===== src/rtl/wb_gpio_irq_if.sv =====
// Wishbone classic bus bundle for the GPIO peripheral slot.
interface wb_gpio_irq_if;
  logic [2:0]  wb_adr_i;
  logic [31:0] wb_dat_i;
  logic [3:0]  wb_sel_i;
  logic        wb_we_i;
  logic        wb_cyc_i;
  logic        wb_stb_i;
  logic [31:0] wb_dat_o;
  logic        wb_ack_o;
  logic        wb_err_o;
  logic        wb_rty_o;

  modport master (
    output wb_adr_i, wb_dat_i, wb_sel_i, wb_we_i, wb_cyc_i, wb_stb_i,
    input  wb_dat_o, wb_ack_o, wb_err_o, wb_rty_o
  );

  modport slave (
    input  wb_adr_i, wb_dat_i, wb_sel_i, wb_we_i, wb_cyc_i, wb_stb_i,
    output wb_dat_o, wb_ack_o, wb_err_o, wb_rty_o
  );
endinterface


===== src/rtl/wb_gpio_irq.sv =====
// Wishbone GPIO with input synchronisers, atomic set/clear of outputs and
// per-pin rising/falling edge interrupts folded into one level irq.
module wb_gpio_irq #(
  parameter int unsigned      WIDTH       = 8,
  parameter int unsigned      SYNC_STAGES = 2,
  parameter logic [WIDTH-1:0] OUT_RESET   = '0,
  parameter logic [WIDTH-1:0] DIR_RESET   = '0
) (
  input  logic             wb_clk,
  input  logic             wb_rst_n,
  wb_gpio_irq_if.slave     wb,
  input  logic [WIDTH-1:0] gpio_i,
  output logic [WIDTH-1:0] gpio_o,
  output logic [WIDTH-1:0] gpio_dir_o,
  output logic             irq_o
);

  typedef enum logic [2:0] {
    REG_IN      = 3'd0,
    REG_OUT     = 3'd1,
    REG_DIR     = 3'd2,
    REG_OUT_SET = 3'd3,
    REG_OUT_CLR = 3'd4,
    REG_RISE_EN = 3'd5,
    REG_FALL_EN = 3'd6,
    REG_PEND    = 3'd7
  } reg_addr_e;

  logic [SYNC_STAGES-1:0][WIDTH-1:0] sync_q;
  logic [WIDTH-1:0] sync, prev_q;
  logic [WIDTH-1:0] out_q, dir_q, rise_en_q, fall_en_q, pend_q;
  logic [WIDTH-1:0] wmask, wdata, w1c_mask, rise, fall;
  logic [31:0]      rd_data, dat_q;
  logic             ack_q, access, wr_en;
  reg_addr_e        addr;
  logic             unused_dat;

  assign addr       = reg_addr_e'(wb.wb_adr_i);
  assign access     = wb.wb_cyc_i & wb.wb_stb_i & ~ack_q;
  assign wr_en      = access & wb.wb_we_i;
  assign sync       = sync_q[SYNC_STAGES-1];
  assign rise       = sync & ~prev_q & rise_en_q;
  assign fall       = ~sync & prev_q & fall_en_q;
  assign w1c_mask   = (wr_en && addr == REG_PEND) ? wdata : '0;
  assign unused_dat = ^wb.wb_dat_i;

  assign wb.wb_ack_o = ack_q;
  assign wb.wb_dat_o = dat_q;
  assign wb.wb_err_o = 1'b0;
  assign wb.wb_rty_o = 1'b0;
  assign gpio_o      = out_q;
  assign gpio_dir_o  = dir_q;

  // Byte-lane gated write data: pin i belongs to lane i/8.
  always_comb begin
    wmask = '0;
    for (int unsigned i = 0; i < WIDTH; i++) begin
      wmask[i] = wb.wb_sel_i[i/8];
    end
    wdata = wb.wb_dat_i[WIDTH-1:0] & wmask;
  end

  // Read mux; unused upper bits and the write-only registers read as zero.
  always_comb begin
    rd_data = '0;
    case (addr)
      REG_IN:      rd_data[WIDTH-1:0] = sync;
      REG_OUT:     rd_data[WIDTH-1:0] = out_q;
      REG_DIR:     rd_data[WIDTH-1:0] = dir_q;
      REG_OUT_SET: rd_data = '0;
      REG_OUT_CLR: rd_data = '0;
      REG_RISE_EN: rd_data[WIDTH-1:0] = rise_en_q;
      REG_FALL_EN: rd_data[WIDTH-1:0] = fall_en_q;
      REG_PEND:    rd_data[WIDTH-1:0] = pend_q;
      default:     rd_data = '0;
    endcase
  end

  // Input synchroniser chain and edge-history flop.
  always_ff @(posedge wb_clk or negedge wb_rst_n) begin
    if (!wb_rst_n) begin
      sync_q <= '0;
      prev_q <= '0;
    end else begin
      sync_q <= {sync_q[SYNC_STAGES-2:0], gpio_i};
      prev_q <= sync;
    end
  end

  // Single-cycle ack pulse with registered read data alongside it.
  always_ff @(posedge wb_clk or negedge wb_rst_n) begin
    if (!wb_rst_n) begin
      ack_q <= 1'b0;
      dat_q <= '0;
    end else begin
      ack_q <= access;
      dat_q <= access ? rd_data : '0;
    end
  end

  // Control registers, written on the ack edge.
  always_ff @(posedge wb_clk or negedge wb_rst_n) begin
    if (!wb_rst_n) begin
      out_q     <= OUT_RESET;
      dir_q     <= DIR_RESET;
      rise_en_q <= '0;
      fall_en_q <= '0;
    end else if (wr_en) begin
      case (addr)
        REG_OUT:     out_q     <= (out_q & ~wmask) | wdata;
        REG_DIR:     dir_q     <= (dir_q & ~wmask) | wdata;
        REG_OUT_SET: out_q     <= out_q | wdata;
        REG_OUT_CLR: out_q     <= out_q & ~wdata;
        REG_RISE_EN: rise_en_q <= (rise_en_q & ~wmask) | wdata;
        REG_FALL_EN: fall_en_q <= (fall_en_q & ~wmask) | wdata;
        default: ;
      endcase
    end
  end

  // Pending edges: W1C clears, a same-cycle new edge wins.
  always_ff @(posedge wb_clk or negedge wb_rst_n) begin
    if (!wb_rst_n) begin
      pend_q <= '0;
    end else begin
      pend_q <= (pend_q & ~w1c_mask) | rise | fall;
    end
  end

  // Registered level interrupt.
  always_ff @(posedge wb_clk or negedge wb_rst_n) begin
    if (!wb_rst_n) begin
      irq_o <= 1'b0;
    end else begin
      irq_o <= |pend_q;
    end
  end

endmodule


===== src/flat_wrapper.sv =====
// flat-port wrapper written by rule: the top's interface ports become plain ports
module wb_gpio_irq_flat 
#(
  parameter int unsigned      WIDTH       = 8,
  parameter int unsigned      SYNC_STAGES = 2,
  parameter logic [WIDTH-1:0] OUT_RESET   = '0,
  parameter logic [WIDTH-1:0] DIR_RESET   = '0
)
  (wb_clk, wb_rst_n, gpio_i, gpio_o, gpio_dir_o, irq_o, wb_wb_adr_i, wb_wb_dat_i, wb_wb_sel_i, wb_wb_we_i, wb_wb_cyc_i, wb_wb_stb_i, wb_wb_dat_o, wb_wb_ack_o, wb_wb_err_o, wb_wb_rty_o);
  wb_gpio_irq_if wb_i ();
  input  logic wb_clk;
  input  logic wb_rst_n;
  input  logic [WIDTH-1:0] gpio_i;
  output logic [WIDTH-1:0] gpio_o;
  output logic [WIDTH-1:0] gpio_dir_o;
  output logic irq_o;
  input wire logic [$bits(wb_i.wb_adr_i)-1:0] wb_wb_adr_i;
  input wire logic [$bits(wb_i.wb_dat_i)-1:0] wb_wb_dat_i;
  input wire logic [$bits(wb_i.wb_sel_i)-1:0] wb_wb_sel_i;
  input wire logic [$bits(wb_i.wb_we_i)-1:0] wb_wb_we_i;
  input wire logic [$bits(wb_i.wb_cyc_i)-1:0] wb_wb_cyc_i;
  input wire logic [$bits(wb_i.wb_stb_i)-1:0] wb_wb_stb_i;
  output wire logic [$bits(wb_i.wb_dat_o)-1:0] wb_wb_dat_o;
  output wire logic [$bits(wb_i.wb_ack_o)-1:0] wb_wb_ack_o;
  output wire logic [$bits(wb_i.wb_err_o)-1:0] wb_wb_err_o;
  output wire logic [$bits(wb_i.wb_rty_o)-1:0] wb_wb_rty_o;
  assign wb_i.wb_adr_i = wb_wb_adr_i;
  assign wb_i.wb_dat_i = wb_wb_dat_i;
  assign wb_i.wb_sel_i = wb_wb_sel_i;
  assign wb_i.wb_we_i = wb_wb_we_i;
  assign wb_i.wb_cyc_i = wb_wb_cyc_i;
  assign wb_i.wb_stb_i = wb_wb_stb_i;
  assign wb_wb_dat_o = wb_i.wb_dat_o;
  assign wb_wb_ack_o = wb_i.wb_ack_o;
  assign wb_wb_err_o = wb_i.wb_err_o;
  assign wb_wb_rty_o = wb_i.wb_rty_o;
  wb_gpio_irq #(.WIDTH(WIDTH), .SYNC_STAGES(SYNC_STAGES), .OUT_RESET(OUT_RESET), .DIR_RESET(DIR_RESET)) u_core (.wb_clk(wb_clk), .wb_rst_n(wb_rst_n), .wb(wb_i), .gpio_i(gpio_i), .gpio_o(gpio_o), .gpio_dir_o(gpio_dir_o), .irq_o(irq_o));
endmodule

===== config.mk =====
export PLATFORM = sky130hd
export DESIGN_NAME = wb_gpio_irq_flat
export DESIGN_NICKNAME = d
export VERILOG_FILES = /design/src/rtl/wb_gpio_irq_if.sv /design/src/rtl/wb_gpio_irq.sv /design/src/flat_wrapper.sv
export SDC_FILE = /design/constraint.sdc
export NUM_CORES = 1
export LEC_CHECK = 0
export CAP_MARGIN = 0
export CORE_ASPECT_RATIO = 2
export CORE_MARGIN = 2
export CORE_UTILIZATION = 40
export DETAILED_ROUTE_END_ITERATION = 10
export GPL_TIMING_DRIVEN = 0
export PLACE_DENSITY = 0.66
export SLEW_MARGIN = 0
export SYNTH_ARGS = -nofsm -noshare
export SYNTH_HDL_FRONTEND = slang
export SYNTH_SLANG_ARGS = --single-unit
export TNS_END_PERCENT = 50

===== constraint.sdc =====
create_clock -name wb_clk -period 4.4 [get_ports wb_clk]
set_input_delay 0.88 -clock wb_clk [delete_from_list [all_inputs] [get_ports wb_clk]]
set_output_delay 0.88 -clock wb_clk [all_outputs]
set_load 0.03 [all_outputs]

### After elaboration in Yosys (flattened, before gate mapping)

Index checks and enable logic that the tools add are counted.

| operators by class | value |
|---|---|
| eq/ne operators | 7 |
| muxes and demuxes | 4 |
| bitwise operators | 27 |
| reductions and logical operators | 9 |

Operator list:

| kind | count |
|---|---|
| $and 8x8->8 | 11 |
| $or 8x8->8 | 7 |
| $pmux 8 s7 | 1 |
| $not 8->8 | 5 |
| $pmux 8 s3 | 1 |
| $mux 8 | 2 |
| $eq 3x3->1 const B | 4 |
| $reduce_and 2->1 | 4 |
| $reduce_or 8->1 | 1 |
| $eq 3x2->1 const B | 2 |
| $and 1x1->1 | 3 |
| $eq 3x1->1 const B | 1 |
| $logic_not 3->1 | 1 |
| $reduce_bool 3->1 | 1 |
| $reduce_or 2->1 | 1 |
| $logic_and 1x1->1 | 1 |
| $not 1->1 | 1 |

| storage, ports and cells | value |
|---|---|
| register bits | 98 |
| input bits | 52 |
| output and inout bits | 52 |
| word-level logic and storage cells | 58 |

### Longest topological paths before layout

| logic depth | value |
|---|---|
| depth after elaboration | 9 |
| mapped depth | 7 |
| mapped depth without buffers | 5 |

### Least setup slack after synthesis

OpenSTA, ideal clock, no wires.

| path | value |
|---|---|
| path type | input port to flip-flop |
| from | in wb_wb_we_i |
| to | reg with a tool-made name |
| library setup time | 0.125 ns |
| arrival | 1.965 ns |
| required time | 4.275 ns |
| slack | 2.310 ns |
| stages | 4 |
| path buffers | 0 |
| path through | nand2_1 -> or3_4 -> nor2_2 -> mux2_2 |

RTL lines:

| what | line | source |
|---|---|---|
| from (decl) | flat_wrapper.sv:20 | `input wire logic [$bits(wb_i.wb_we_i)-1:0] wb_wb_we_i;` |

### Final worst setup path

| path | value |
|---|---|
| from | in wb_wb_adr_i[0] |
| to | reg u_core.pend_q[5] |

| on the way | value |
|---|---|
| longest elaborated chain between the ends | 7 |

Ends and longest elaborated chain:

| what | line | source |
|---|---|---|
| from (decl) | flat_wrapper.sv:17 | `input wire logic [$bits(wb_i.wb_adr_i)-1:0] wb_wb_adr_i;` |
| $eq 3x3->1 | wb_gpio_irq.sv:44 | `assign w1c_mask = (wr_en && addr == REG_PEND) ? wdata : '0;` |
| $logic_and 1x1->1 | wb_gpio_irq.sv:44 |  |
| $mux 8 | wb_gpio_irq.sv:44 |  |
| $not 8->8 | wb_gpio_irq.sv:126 | `pend_q <= (pend_q & ~w1c_mask) \| rise \| fall;` |
| $and 8x8->8 | wb_gpio_irq.sv:126 |  |
| $or 8x8->8 (2 in series) | wb_gpio_irq.sv:126 |  |
| to (signal assigned) | wb_gpio_irq.sv:126 |  |
| to (decl) | wb_gpio_irq.sv:31 | `logic [WIDTH-1:0] out_q, dir_q, rise_en_q, fall_en_q, pend_q;` |

No other way between the ends.
A chain may end at the register's enable or synchronous reset.

==> reports/qor.yml <==
layout:
  finalNetCount: 431
  fill_cells: 755
  multiInputGateArea_sq_um: 1304
  diodes: 0
  area_growth_pct: 31.45
  regArea_sq_um: 1852
  final_core_util_pct: 53.48
  drive_gt1_share_pct: 21.88
yosys:
  synth_common_cells: "dfrtp_1, buf_4, nand2_1, mux2_2, nor3_1"
  synth-seq-cells: 74
  avgSynthCellArea_sq_um: 11.43
  synth_top_area_cell: "dfrtp_1"
  synth_top_area_share_pct: 55.29
  async_flop_share_pct: 100.0
  syn-cell-area_sq_um: 3349
  synth_edf_count: 0
  synth.most_common_cell: "dfrtp_1"
  ys_seq_area_share_pct: 55.29
  synth_ff_type: "dfrtp_1"
  yosysUniqueCellTypes: 41
  syn_inst: 293
  ys.warnings.count: 0
  yosys-top-cells-area: "dfrtp_1, mux2_2, buf_4, nand2_1, nor3_1"
clocking:
  htreeDepth: 3
  cts_setup_buffers: 0
  clock_latency_ns: 0.34
  cts_tree: "yes"
  ctsRootBufferMaster: "clkbuf_16"
  clock_sinks: 74
  cts_made_buffers: 9
  postCtsResizedCells: 0
  cts.path.max_buffers: 2
  cts.clk_slew.worst_paths_ns: 0.06
  ctsHoldBuffers: 0
critical_path:
  slowest_delay_ns: 0.55
  cp-end-kind: "register"
  cpMaxStageDelayCell: "clkdlybuf4s50_1"
  worstPathRequired_ns: 4.61
  r2r-start: "u_core.wb.wb_ack_o"
  cp_data_arrival_time_ns: 2.92
  reg2reg_setup_slack_ns: 2.32
  crit_path_start_kind: "input pin"
  crit_chain: "clkdlybuf4s50_1 > buf_2 > buf_2 > nand4_1 > o21ai_0 > o211ai_1"
  startpoint: "wb_wb_adr_i[0]"
  critical_path_class: "in2reg"
  path_common_cell: "buf_2"
  worstSetupEndpoint: "u_core.pend_q[5]"
  path_max_fanout: 10
  worstRegToRegCells: 5
run_status:
  status: "completed"
timing:
  hold_viol: 0
  tns_ns: 0
  slew_headroom_pct: 38.38
  fin_ws_ns: 1.686
  finalCritPeriodShare_pct: 61.69
  holdWs_ns: 0.3455
  max_clock_freq_ghz: 0.3684
  slew_viol_final: 0
  finalSetupViolations: 0
  rsz0062_at_grt: "no"
  worstMarginPinSlew_ns: 0.9243
  period_minus_slack_ns: 2.714
  skew_ns: 0.005278
placed_design:
  portBuffers: 50
  dp_hpwl_um: 6222
  pre_cts_ws_ns: 1.319
  place.gp.congestion: 0.9075
power:
  irDropWorstVdd_mv: 0.2170
  p_leak_nw: 1.953
  p_total_mw: 1.904
  p_per_area_nw_per_um2: 432.4
worst_hold_path:
  hold_class: "reg2reg"
drt:
  dr.pass1.iters: 5
  ant_nets: 0
  wl_met3_um: 605
  drt_iter0_drc: 249
  wl_per_cell_um: 18.43
  vias: 2608
  wl_met1_um: 3092
  drc_errors: 0
  viasPerCell: 5.411
  highest_layer: "met4"
  wl_um: 8882
  dr_wl_met2_um: 4928
die:
  io_pins: 104
  num_rows: 47
  die_area_sq_um: 9166
  fp.dieH_um: 133.4
  core_region_area_sq_um: 8233
  initial_core_util_pct: 40.68
  die_x_um: 68.71
grt:
  antenna_found_initial: 0
  grt_max_degree: 75
  overflow: 0
  grt_pass1_vias: 2650
  globalRouteTotalUtil_pct: 21.12
  grt_pass1_wl_um: 13800
flow_run:
  cap_violations: 0
## layout by cell type (no fill, tap or decap), types with 2 or more instances in the layout
| cell type | instances |
|---|---|
| dfrtp_1 | 74 |
| clkdlybuf4s50_1 | 49 |
| buf_4 | 28 |
| nand2_1 | 27 |
| mux2_2 | 26 |
| conb_1 | 26 |
| nor3_1 | 15 |
| a21oi_1 | 13 |
| o21ai_0 | 12 |
| inv_1 | 9 |
| clkbuf_16 | 9 |
| nor2_1 | 8 |
| nand3b_1 | 8 |
| o211ai_1 | 8 |
| clkbuf_1 | 6 |
| a221oi_1 | 6 |
| buf_2 | 5 |
| a211oi_1 | 5 |
| nor4_1 | 4 |
| a31oi_1 | 4 |
| o41ai_1 | 4 |
| a22oi_1 | 3 |
| o221a_2 | 3 |
| mux2i_1 | 3 |
| clkbuf_8 | 3 |
| and2_1 | 2 |
| a22o_1 | 2 |
| o2bb2ai_1 | 2 |
| nand4b_1 | 2 |
| bufinv_16 | 2 |
## worst min path at each step
stage,startpoint,end,cells after the start
final,u_core.sync_q[5],u_core.sync[5],0
after global routing,u_core.sync_q[2],u_core.sync[2],0
after CTS,u_core.sync_q[2],u_core.sync[2],0
after detailed placement,u_core.sync_q[2],u_core.sync[2],0
after global placement,u_core.sync_q[0],u_core.sync[0],0
after floorplan,u_core.sync_q[0],u_core.sync[0],0
## worst max-delay path, delay by kind of cell
kind / cells / cell delay [ns]
compound gates: 2 / 0.49
buf+inv: 3 / 1.11
simple gates: 1 / 0.44
## through the flow
stage / instance area (sq um) / instances
2_1_floorplan: 3443 / 318
3_3_place_gp: 4066 / 466
3_5_place_dp: 4064 / 466
4_1_cts: 4403 / 482
5_1_grt: 4403 / 482
6_report: 4403 / 482
## layout make-up
type | instances | area share [%]
Sequential cell | 74 | 42.06
Inverter | 10 | 0.8525
Clock buffer | 13 | 6.138
Timing Repair Buffer | 50 | 11.31
Multi-Input combinational cell | 196 | 29.61
Tap cell | 98 | 2.785
Clock inverter | 3 | 1.563
Buffer | 38 | 5.683
## report_power, final
group,total (mW),internal [mW],leakage [nW],switching (mW)
Clock,0.820,0.545,0.166,0.275
Sequential,0.786,0.738,0.893,0.0482
Combinational,0.298,0.128,0.893,0.170
## routing by layer
| metal | vias to the layer above | GRT usage [%] |
|---|---|---|
| li1 | 1184 | - |
| met1 | 1259 | 23.44 |
| met2 | 143 | 35.36 |
| met3 | 22 | 5.152 |
| met4 | 0 | 11.87 |
| met5 | - | 0 |
## logic make-up after synthesis
| family | after synthesis | share of synthesized area (%) |
|---|---|---|
| AOI/OAI and AO/OA | 62 | 12.74 |
| muxes | 30 | 9.974 |
| and+or+nand+nor | 78 | 13.30 |
| DFF | 74 | 55.29 |
| buffers and inverters | 48 | 8.591 |
| other | 1 | 0.1120 |
Note: power is estimated with default switching activity, not from simulation.
